<file path="config.mk">
export PLATFORM = sky130hd
export DESIGN_NAME = sprite_blitter
export DESIGN_NICKNAME = d
export VERILOG_FILES = /design/src/rtl/sprite_pkg.sv /design/src/rtl/sprite_blitter_addr_gen.sv /design/src/rtl/sprite_blitter.sv
export SDC_FILE = /design/constraint.sdc
export NUM_CORES = 1
export LEC_CHECK = 0
export CAP_MARGIN = 20
export CORE_ASPECT_RATIO = 0.8
export CORE_MARGIN = 5
export CORE_UTILIZATION = 40
export CTS_BUF_LIST = sky130_fd_sc_hd__clkbuf_4 sky130_fd_sc_hd__clkbuf_8
export CTS_CLUSTER_SIZE = 12
export DETAILED_ROUTE_END_ITERATION = 8
export GPL_TIMING_DRIVEN = 0
export PLACE_DENSITY = 0.68
export SLEW_MARGIN = 20
export SYNTH_ARGS = -nofsm -noshare
export SYNTH_HDL_FRONTEND = slang
export SYNTH_HIERARCHICAL = 1
export SYNTH_SLANG_ARGS = --single-unit
</file>
<file path="constraint.sdc">
create_clock -name CLK -period 4.7 [get_ports CLK]
set_input_delay 0.94 -clock CLK [delete_from_list [all_inputs] [get_ports CLK]]
set_output_delay 0.94 -clock CLK [all_outputs]
set_load 0.01 [all_outputs]
</file>
<file path="src/rtl/sprite_pkg.sv">
// Shared sizes, state encoding and the latched blit request for the sprite blitter.
// BLIT_MIRROR_EN adds a horizontal-mirror flag to the request.
package sprite_pkg;

    localparam int unsigned SPR_SIZE     = 36;
    localparam int unsigned ANGLE_AMOUNT = 16;
    localparam int unsigned FB_W         = 320;
    localparam int unsigned FB_H         = 240;
    localparam int unsigned FB_AW_DEF    = 17;

    localparam int unsigned PIX_W       = 4;
    localparam int unsigned POS_W       = 9;
    localparam int unsigned COORD_W     = 10;
    localparam int unsigned ROM_CW      = 9;
    localparam int unsigned ADDR_FULL_W = 20;
    localparam int unsigned CNT_W       = $clog2(SPR_SIZE);
    localparam int unsigned ANGLE_W     = $clog2(ANGLE_AMOUNT);

    localparam logic [PIX_W-1:0] TRANSP = 4'h0;

    localparam logic [2:0] S_IDLE  = 3'd0;
    localparam logic [2:0] S_READ  = 3'd1;
    localparam logic [2:0] S_WAIT  = 3'd2;
    localparam logic [2:0] S_WRITE = 3'd3;
    localparam logic [2:0] S_DONE  = 3'd4;

    typedef struct packed {
        logic [POS_W-1:0]   pos_x;
        logic [POS_W-1:0]   pos_y;
        logic [ANGLE_W-1:0] angle;
`ifdef BLIT_MIRROR_EN
        logic               mirror;
`endif
    } blit_req_t;

    // Linear framebuffer address at full width; callers truncate.
    function automatic logic [ADDR_FULL_W-1:0] fb_lin_addr(input logic [COORD_W-1:0] x,
                                                           input logic [COORD_W-1:0] y);
        return ADDR_FULL_W'(y) * ADDR_FULL_W'(FB_W) + ADDR_FULL_W'(x);
    endfunction

endpackage

</file>
<file path="src/rtl/sprite_blitter_addr_gen.sv">
// blit_addr_gen: sprite row/column walk, last-pixel detect and on-screen clipping.
module blit_addr_gen
    import sprite_pkg::*;
(
    input  logic               clk_i,
    input  logic               rst_ni,
    input  logic               clear_i,
    input  logic               advance_i,
    input  logic [POS_W-1:0]   pos_x_i,
    input  logic [POS_W-1:0]   pos_y_i,
    output logic [CNT_W-1:0]   col_nxt_c,
    output logic [CNT_W-1:0]   row_nxt_c,
    output logic               last_c,
    output logic               clip_c,
    output logic [COORD_W-1:0] x_c,
    output logic [COORD_W-1:0] y_c
);

    logic [CNT_W-1:0] col_q, col_d;
    logic [CNT_W-1:0] row_q, row_d;
    logic             col_wrap;

    assign col_wrap = (col_q == CNT_W'(SPR_SIZE - 1));
    assign last_c   = col_wrap && (row_q == CNT_W'(SPR_SIZE - 1));

    // Raster-order advance; row increments when the column wraps.
    always_comb begin
        col_d = col_q;
        row_d = row_q;
        if (clear_i) begin
            col_d = '0;
            row_d = '0;
        end else if (advance_i) begin
            if (col_wrap) begin
                col_d = '0;
                row_d = row_q + CNT_W'(1);
            end else begin
                col_d = col_q + CNT_W'(1);
            end
        end
    end

    always_ff @(posedge clk_i or negedge rst_ni) begin
        if (!rst_ni) begin
            col_q <= '0;
            row_q <= '0;
        end else begin
            col_q <= col_d;
            row_q <= row_d;
        end
    end

    assign col_nxt_c = col_d;
    assign row_nxt_c = row_d;

    // 10-bit sums cannot wrap for 9-bit positions plus a 6-bit offset.
    assign x_c    = COORD_W'(pos_x_i) + COORD_W'(col_q);
    assign y_c    = COORD_W'(pos_y_i) + COORD_W'(row_q);
    assign clip_c = (x_c >= COORD_W'(FB_W)) || (y_c >= COORD_W'(FB_H));

endmodule

</file>
<file path="src/rtl/sprite_blitter.sv">
// Copies one rotated sprite from the sprite ROM into the framebuffer, skipping
// transparent and off-screen pixels. Define BLIT_MIRROR_EN for the mirror_x input.
module sprite_blitter
    import sprite_pkg::*;
#(
    parameter int unsigned FB_AW = FB_AW_DEF
) (
    input  logic               CLK,
    input  logic               RST_N,
    input  logic               start,
    input  logic [POS_W-1:0]   pos_x,
    input  logic [POS_W-1:0]   pos_y,
    input  logic [ANGLE_W-1:0] angle,
`ifdef BLIT_MIRROR_EN
    input  logic               mirror_x,
`endif
    output logic               busy,
    output logic               done,
    output logic               rom_en,
    output logic [ROM_CW-1:0]  rom_hc,
    output logic [ROM_CW-1:0]  rom_vc,
    output logic [ANGLE_W-1:0] rom_angle,
    input  logic [PIX_W-1:0]   rom_pixel,
    output logic               fb_we,
    output logic [FB_AW-1:0]   fb_addr,
    output logic [PIX_W-1:0]   fb_data,
    input  logic               fb_ready
);

    logic [2:0]         state_q, state_d;
    blit_req_t          req_q, req_d;
    logic               clear, advance, load_fb, skip;

    logic [CNT_W-1:0]   col_nxt, row_nxt;
    logic               last, clip;
    logic [COORD_W-1:0] x, y;
    logic [ROM_CW-1:0]  hc_sel;

    logic               busy_q, done_q, rom_en_q, fb_we_q;
    logic [ROM_CW-1:0]  rom_hc_q, rom_vc_q;
    logic [ANGLE_W-1:0] rom_angle_q;
    logic [FB_AW-1:0]   fb_addr_q;
    logic [PIX_W-1:0]   fb_data_q;

    blit_addr_gen u_addr_gen (
        .clk_i     (CLK),
        .rst_ni    (RST_N),
        .clear_i   (clear),
        .advance_i (advance),
        .pos_x_i   (req_q.pos_x),
        .pos_y_i   (req_q.pos_y),
        .col_nxt_c (col_nxt),
        .row_nxt_c (row_nxt),
        .last_c    (last),
        .clip_c    (clip),
        .x_c       (x),
        .y_c       (y)
    );

    assign skip = (rom_pixel == TRANSP) || clip;

    // Column presented to the ROM for the pixel about to be read.
    always_comb begin
        hc_sel = ROM_CW'(col_nxt);
`ifdef BLIT_MIRROR_EN
        if (req_d.mirror) begin
            hc_sel = ROM_CW'(SPR_SIZE - 1) - ROM_CW'(col_nxt);
        end
`endif
    end

    always_comb begin
        state_d = state_q;
        req_d   = req_q;
        clear   = 1'b0;
        advance = 1'b0;
        load_fb = 1'b0;
        case (state_q)
            S_IDLE: begin
                if (start) begin
                    req_d.pos_x = pos_x;
                    req_d.pos_y = pos_y;
                    req_d.angle = angle;
`ifdef BLIT_MIRROR_EN
                    req_d.mirror = mirror_x;
`endif
                    clear   = 1'b1;
                    state_d = S_READ;
                end
            end
            S_READ: begin
                state_d = S_WAIT;
            end
            S_WAIT: begin
                if (skip) begin
                    advance = 1'b1;
                    state_d = last ? S_DONE : S_READ;
                end else begin
                    load_fb = 1'b1;
                    state_d = S_WRITE;
                end
            end
            S_WRITE: begin
                if (fb_ready) begin
                    advance = 1'b1;
                    state_d = last ? S_DONE : S_READ;
                end
            end
            S_DONE: begin
                state_d = S_IDLE;
            end
            default: begin
                state_d = S_IDLE;
            end
        endcase
    end

    // Outputs are registered from the next state so they line up with the state they belong to.
    always_ff @(posedge CLK or negedge RST_N) begin
        if (!RST_N) begin
            state_q     <= S_IDLE;
            req_q       <= '0;
            busy_q      <= 1'b0;
            done_q      <= 1'b0;
            rom_en_q    <= 1'b0;
            rom_hc_q    <= '0;
            rom_vc_q    <= '0;
            rom_angle_q <= '0;
            fb_we_q     <= 1'b0;
            fb_addr_q   <= '0;
            fb_data_q   <= '0;
        end else begin
            state_q     <= state_d;
            req_q       <= req_d;
            busy_q      <= (state_d == S_READ) || (state_d == S_WAIT) || (state_d == S_WRITE);
            done_q      <= (state_d == S_DONE);
            rom_en_q    <= (state_d == S_READ);
            rom_hc_q    <= (state_d == S_READ) ? hc_sel : '0;
            rom_vc_q    <= (state_d == S_READ) ? ROM_CW'(row_nxt) : '0;
            rom_angle_q <= (state_d == S_READ) ? req_d.angle : '0;
            fb_we_q     <= (state_d == S_WRITE);
            if (load_fb) begin
                fb_addr_q <= FB_AW'(fb_lin_addr(x, y));
                fb_data_q <= rom_pixel;
            end
        end
    end

    assign busy      = busy_q;
    assign done      = done_q;
    assign rom_en    = rom_en_q;
    assign rom_hc    = rom_hc_q;
    assign rom_vc    = rom_vc_q;
    assign rom_angle = rom_angle_q;
    assign fb_we     = fb_we_q;
    assign fb_addr   = fb_addr_q;
    assign fb_data   = fb_data_q;

endmodule

</file>
# After elaboration in Yosys (flattened, before gate mapping)
# Index checks and enable logic that the tools add are counted.
# Widths: inputs -> output; s select.
[totals] ff_bits=78 input_bits=30 output_inout_bits=47 elab_cells=63
[classes] addsub=5 multipliers=1 order_cmp=2 n_eq_ne=9 muxes=23 n_reduce_logical=8
[op_table] op="$mux 6" count=8
[op_table] op="$add 9x6->10" count=2
[op_table] op="$add 17x10->17" count=1
[op_table] op="$add 6x1->6 const B" count=2
[op_table] op="$eq 3x2->1 const B" count=4
[op_table] op="$eq 6x6->1 const B" count=2
[op_table] op="$mux 3" count=4
[op_table] op="$mux 4" count=3
[op_table] op="$pmux 3 s4" count=1
[op_table] op="$mul 10x3->11 const B" count=1
[op_table] op="$ge 10x8->1 const B" count=1
[op_table] op="$ge 10x9->1 const B" count=1
[op_table] op="$eq 3x1->1 const B" count=2
[op_table] op="$mux 1" count=6
[op_table] op="$logic_not 4->1" count=1
[op_table] op="$logic_or 1x1->1" count=4
[op_table] op="$eq 3x3->1 const B" count=1
[op_table] op="$logic_not 3->1" count=1
[op_table] op="$pmux 1 s2" count=1
[op_table] op="$reduce_and 2->1" count=1
[op_table] op="$logic_and 1x1->1" count=1

# Depth between registers and ports, before layout
[depth] depth_word=9 mapped_depth=17 depth_no_buf=17

# Modules after synthesis
# The synthesis kept the hierarchy.
[modules_own_cells] module="sprite_blitter" n_inst=1 cells_each=286 area_each_um2=3188.1 seq_area_each_um2=1651.6
[modules_own_cells] module="blit_addr_gen" n_inst=1 cells_each=148 area_each_um2=1255.0 seq_area_each_um2=300.3

# Worst setup path after synthesis
# Ideal clock, no wire load.
[synth_timing] path_kind="register to register" start="reg u_addr_gen.row_q[0]" end="reg fb_addr_q[16], in the netlist fb_addr[16]" arrival_ns=3.750 required_time_ns=4.629 path_slack_ns=0.879 stages_incl_launch_ff=15 path_buffers=0 period_less_slack_ns=3.821 cell_sequence="dfrtp_1 > ha_1 > inv_1 > fa_1 > nor2b_1 > o22ai_1 > xnor2_1 > ha_1 > fa_1 > a211o_1 > a311o_1 > o311ai_2 > nand4_2 > or4_1 > nand4_1"
[synth_via] elab_chain_cells=6
[synth_lines] element="from (decl)" line="sprite_blitter_addr_gen.sv:20" text="logic [CNT_W-1:0] row_q, row_d;"
[synth_lines] element="from (signal assigned)" line="sprite_blitter_addr_gen.sv:49" text="row_q <= row_d;"
[synth_lines] element="$add 9x6->10 (*)" line="sprite_blitter_addr_gen.sv:58" text="assign y_c = COORD_W'(pos_y_i) + COORD_W'(row_q);"
[synth_lines] element="net y[4]" line="sprite_blitter.sv:36" text="logic [COORD_W-1:0] x, y;"
[synth_lines] element="branches (longest 5 deep; another with $add 17x10->17)"
[synth_lines] element="to (signal assigned)" line="sprite_blitter.sv:143" text="fb_addr_q <= FB_AW'(fb_lin_addr(x, y));"
[synth_lines] element="to (decl)" line="sprite_blitter.sv:42" text="logic [FB_AW-1:0] fb_addr_q;"
# Mark *: on every way through the listed nets, which the timed path passes.
# A chain may end at the register's enable or synchronous reset.

# Worst setup path after layout
# Same ends and word-level chain as after synthesis.

==> flow_metrics.env <==
export IMPL_path_clk_slew_ps=90
export IMPL_fmax_mhz=237.4
export IMPL_rsz0062_at_grt="false"
export IMPL_row_count=34
export IMPL_hold_class="in2async"
export IMPL_multi_input_area_um2=2381
export IMPL_nFillCells=1008
export IMPL_syn_avg_cell_area_um2=10.24
export IMPL_tightest_slew_ps=920.0
export IMPL_die_area_um2=13330
export IMPL_synth_top_cells_by_count="dfrtp_1 (78), nand2_1 (67), nor2_1 (35), ha_1 (33), mux2_2 (23)"
export IMPL_slew_viol_final=0
export IMPL_finalSetupTns_ps=0
export IMPL_synth_async_reset_ratio_pct=100.0
export IMPL_r2r_start="u_addr_gen/row_q[0]"
export IMPL_cp_required_ps=5000
export IMPL_max_stage_delay_ps=500
export IMPL_synth_cells=434
export IMPL_post_route_drc_count=0
export IMPL_numPortBuffers=70
export IMPL_cts_htree_levels=3
export IMPL_antenna_found_initial=0
export IMPL_ys_ff_latch=78
export IMPL_synth_most_common_cell="dfrtp_1"
export IMPL_fin_util_pct=51.47
export IMPL_initial_core_util_pct=40.80
export IMPL_clock_sinks=78
export IMPL_syn_area_um2=4443
export IMPL_reg2regPathDepth=14
export IMPL_p_leak_nw=2.569
export IMPL_rrSetupSlack_ps=490
export IMPL_routed_wl_um=9624
export IMPL_routed_via_density=4.985
export IMPL_skew_ps=17.49
export IMPL_finalSetupViolCount=0
export IMPL_stdcell_count=670
export IMPL_reg2reg_to="fb_addr[16]"
export IMPL_area_growth_pct=26.16
export IMPL_crit_start="u_addr_gen/row_q[0]"
export IMPL_endpoint_kind="flip-flop"
export IMPL_clk_latency_ps=360
export IMPL_critPathKind="reg2reg"
export IMPL_drt_iter0_drc=177
export IMPL_die_h_um=104.3
export IMPL_ant_nets=0
export IMPL_drive_gt1_share_pct=12.55
export IMPL_power_density_nw_per_um2=689.7
export IMPL_n_antenna_cell=0
export IMPL_post_cts_setup_buffers=0
export IMPL_dp_cells=654
export IMPL_dp_hpwl_um=7500
export IMPL_cp_start_kind="flip-flop"
export IMPL_dr_pass1_iters=4
export IMPL_hold_worst_slack_ps=466.7
export IMPL_fp_dieW_um=127.8
export IMPL_grt_pass1_wl_um=15910
export IMPL_grt_overflow=0
export IMPL_relSlewSlack_pct=38.10
export IMPL_critPathArrivalTime_ps=4510
export IMPL_cpMaxStageDelayCell="or4_1"
export IMPL_root_buffer="clkbuf_8"
export IMPL_seqCellArea_um2=1952
export IMPL_yosysTopAreaCellShare_pct=43.93
export IMPL_design_area_um2=5605
export IMPL_setup_worst_path_end="fb_addr[16]"
export IMPL_yosysUniqueCellTypes=58
export IMPL_outcome="complete, no violations"
export IMPL_post_route_period_util_pct=89.64
export IMPL_gr_usage_all_layers_pct=14.76
export IMPL_irDropWorstVdd_v=0.0002771
export IMPL_gp_congestion=0.8508
export IMPL_fin_crit_ps=4213
export IMPL_cp_max_fo=4
export IMPL_grt_pass1_vias=3346
export IMPL_io_pins=77
export IMPL_num_vias=3340
export IMPL_yosysSeqAreaShare_pct=43.93
export IMPL_grt_max_degree=57
export IMPL_place_area_um2=5368
export IMPL_ys_flop_type="dfrtp_1"
export IMPL_core_region_area_um2=10890
export IMPL_hold_violations=0
export IMPL_wl_per_cell_um=14.36
export IMPL_numCtsBuffers=9
export IMPL_cts_path_max_buffers=2
export IMPL_synthTopCellsByArea="dfrtp_1 (44%), ha_1 (9.3%), mux2_2 (5.8%)"
export IMPL_synth_warnings=6
export IMPL_cts_tree="built"
export IMPL_fin_nets=588
export IMPL_synth_edf_count=0
export IMPL_crit_chain="ha_1 -> inv_1 -> fa_1 -> nor2b_1 -> o22ai_1 -> xnor2_1 -> ha_1 -> fa_1 -> a211o_1 -> a311o_1 -> o311ai_2 -> nand4_2 -> or4_1 -> nand4_1"
export IMPL_synth_largest_area_cell="dfrtp_1"
export IMPL_max_cap_violations=0
-- stage by stage --
step / setup WS [ps] / total power [mW]
final: 487.0 / 3.866
after global routing: 216.6 / 4.204
after CTS: 331.4 / 3.895
after detailed placement: 318.5 / 3.294
after global placement: -23.67 / 3.227
after floorplan: 879.3 / 2.641
-- final cells by class --
class	count	area share, %
well taps	144	3.214
plain buffers	15	1.496
clock inverters	6	1.652
flip-flops and latches	78	34.82
repair buffers	71	12.95
multi-input cells	332	42.48
inverters	14	0.9375
clock buffers	10	2.455
-- how the worst min path moves through the flow --
| stage | slack (ps) | endpoint | start | depth (start not counted) |
|---|---|---|---|---|
| 6_report | 470 | req_q[0] | RST_N | 1 |
| 5_1_grt | 460 | req_q[0] | RST_N | 1 |
| 4_1_cts | 460 | req_q[0] | RST_N | 1 |
| 3_5_place_dp | 460 | fb_data[0] | fb_data[0] | 2 |
| 3_3_place_gp | 460 | fb_data[3] | fb_data[3] | 2 |
| 2_1_floorplan | 460 | state_q[1] | state_q[2] | 1 |
-- placed cells by master, fill, tap and decap left out, types with 6 or more instances in the layout --
master	instances
a21oi_1	13
and2_1	19
buf_4	7
clkbuf_8	10
clkdlybuf4s50_1	69
conb_1	6
dfrtp_1	78
ha_1	33
inv_1	14
mux2_2	23
nand2_1	67
nand2b_1	6
nor2_1	35
nor3_1	6
o21ai_0	13
xnor2_1	16
xor2_1	17
-- worst max-delay path, delay by kind of cell (launching register included) --
kind	cells	cell delay, ps
DFF	1	410
and+or+nand+nor	4	970
adders and majority gates	4	1420
buffers and inverters	1	60
xor gates and xnor gates	1	320
AOI/OAI and AO/OA	4	960
-- kinds of logic after synthesis --
| group | count (synthesis) | synth area share (%) |
|---|---|---|
| and+or+nand+nor | 167 | 18.25 |
| DFF | 78 | 43.93 |
| AOI/OAI and AO/OA | 63 | 10.56 |
| adders and majority gates | 37 | 11.10 |
| xor gates and xnor gates | 33 | 6.505 |
| buffers and inverters | 29 | 3.070 |
| muxes | 26 | 6.505 |
| other | 1 | 0.08440 |
-- what timing repair did --
| item | CTS | global route |
|---|---|---|
| setup endpoints to repair | 0 | 1 |
| resized for setup | 0 | 1 |
| hold buffers | 0 | 0 |
-- routing by layer --
layer	part of all wire (%)	GRT usage [%]	routed length, um
met5	0	0	0
met4	0.57	3.712	55
met3	7.4	5.544	714
met2	45	22.50	4364
met1	47	19.84	4490
-- flip-flops by register name, summed over array words and instances, names as in the netlist --
signal            flops
busy                  1
done                  1
fb_addr              17
fb_data               4
fb_we                 1
req_q                22
rom_angle             4
rom_en                1
rom_hc                6
rom_vc                6
state_q               3
u_addr_gen/col_q      6
u_addr_gen/row_q      6
-- power by group --
part / switching [mW] / total [mW] / internal (mW)
Sequential: 0.170 / 1.09 / 0.919
Clock: 0.257 / 0.573 / 0.316
Combinational: 1.17 / 2.20 / 1.03
Total: 1.60 / 3.87 / 2.27
Note: power is estimated with default switching activity, not from simulation.
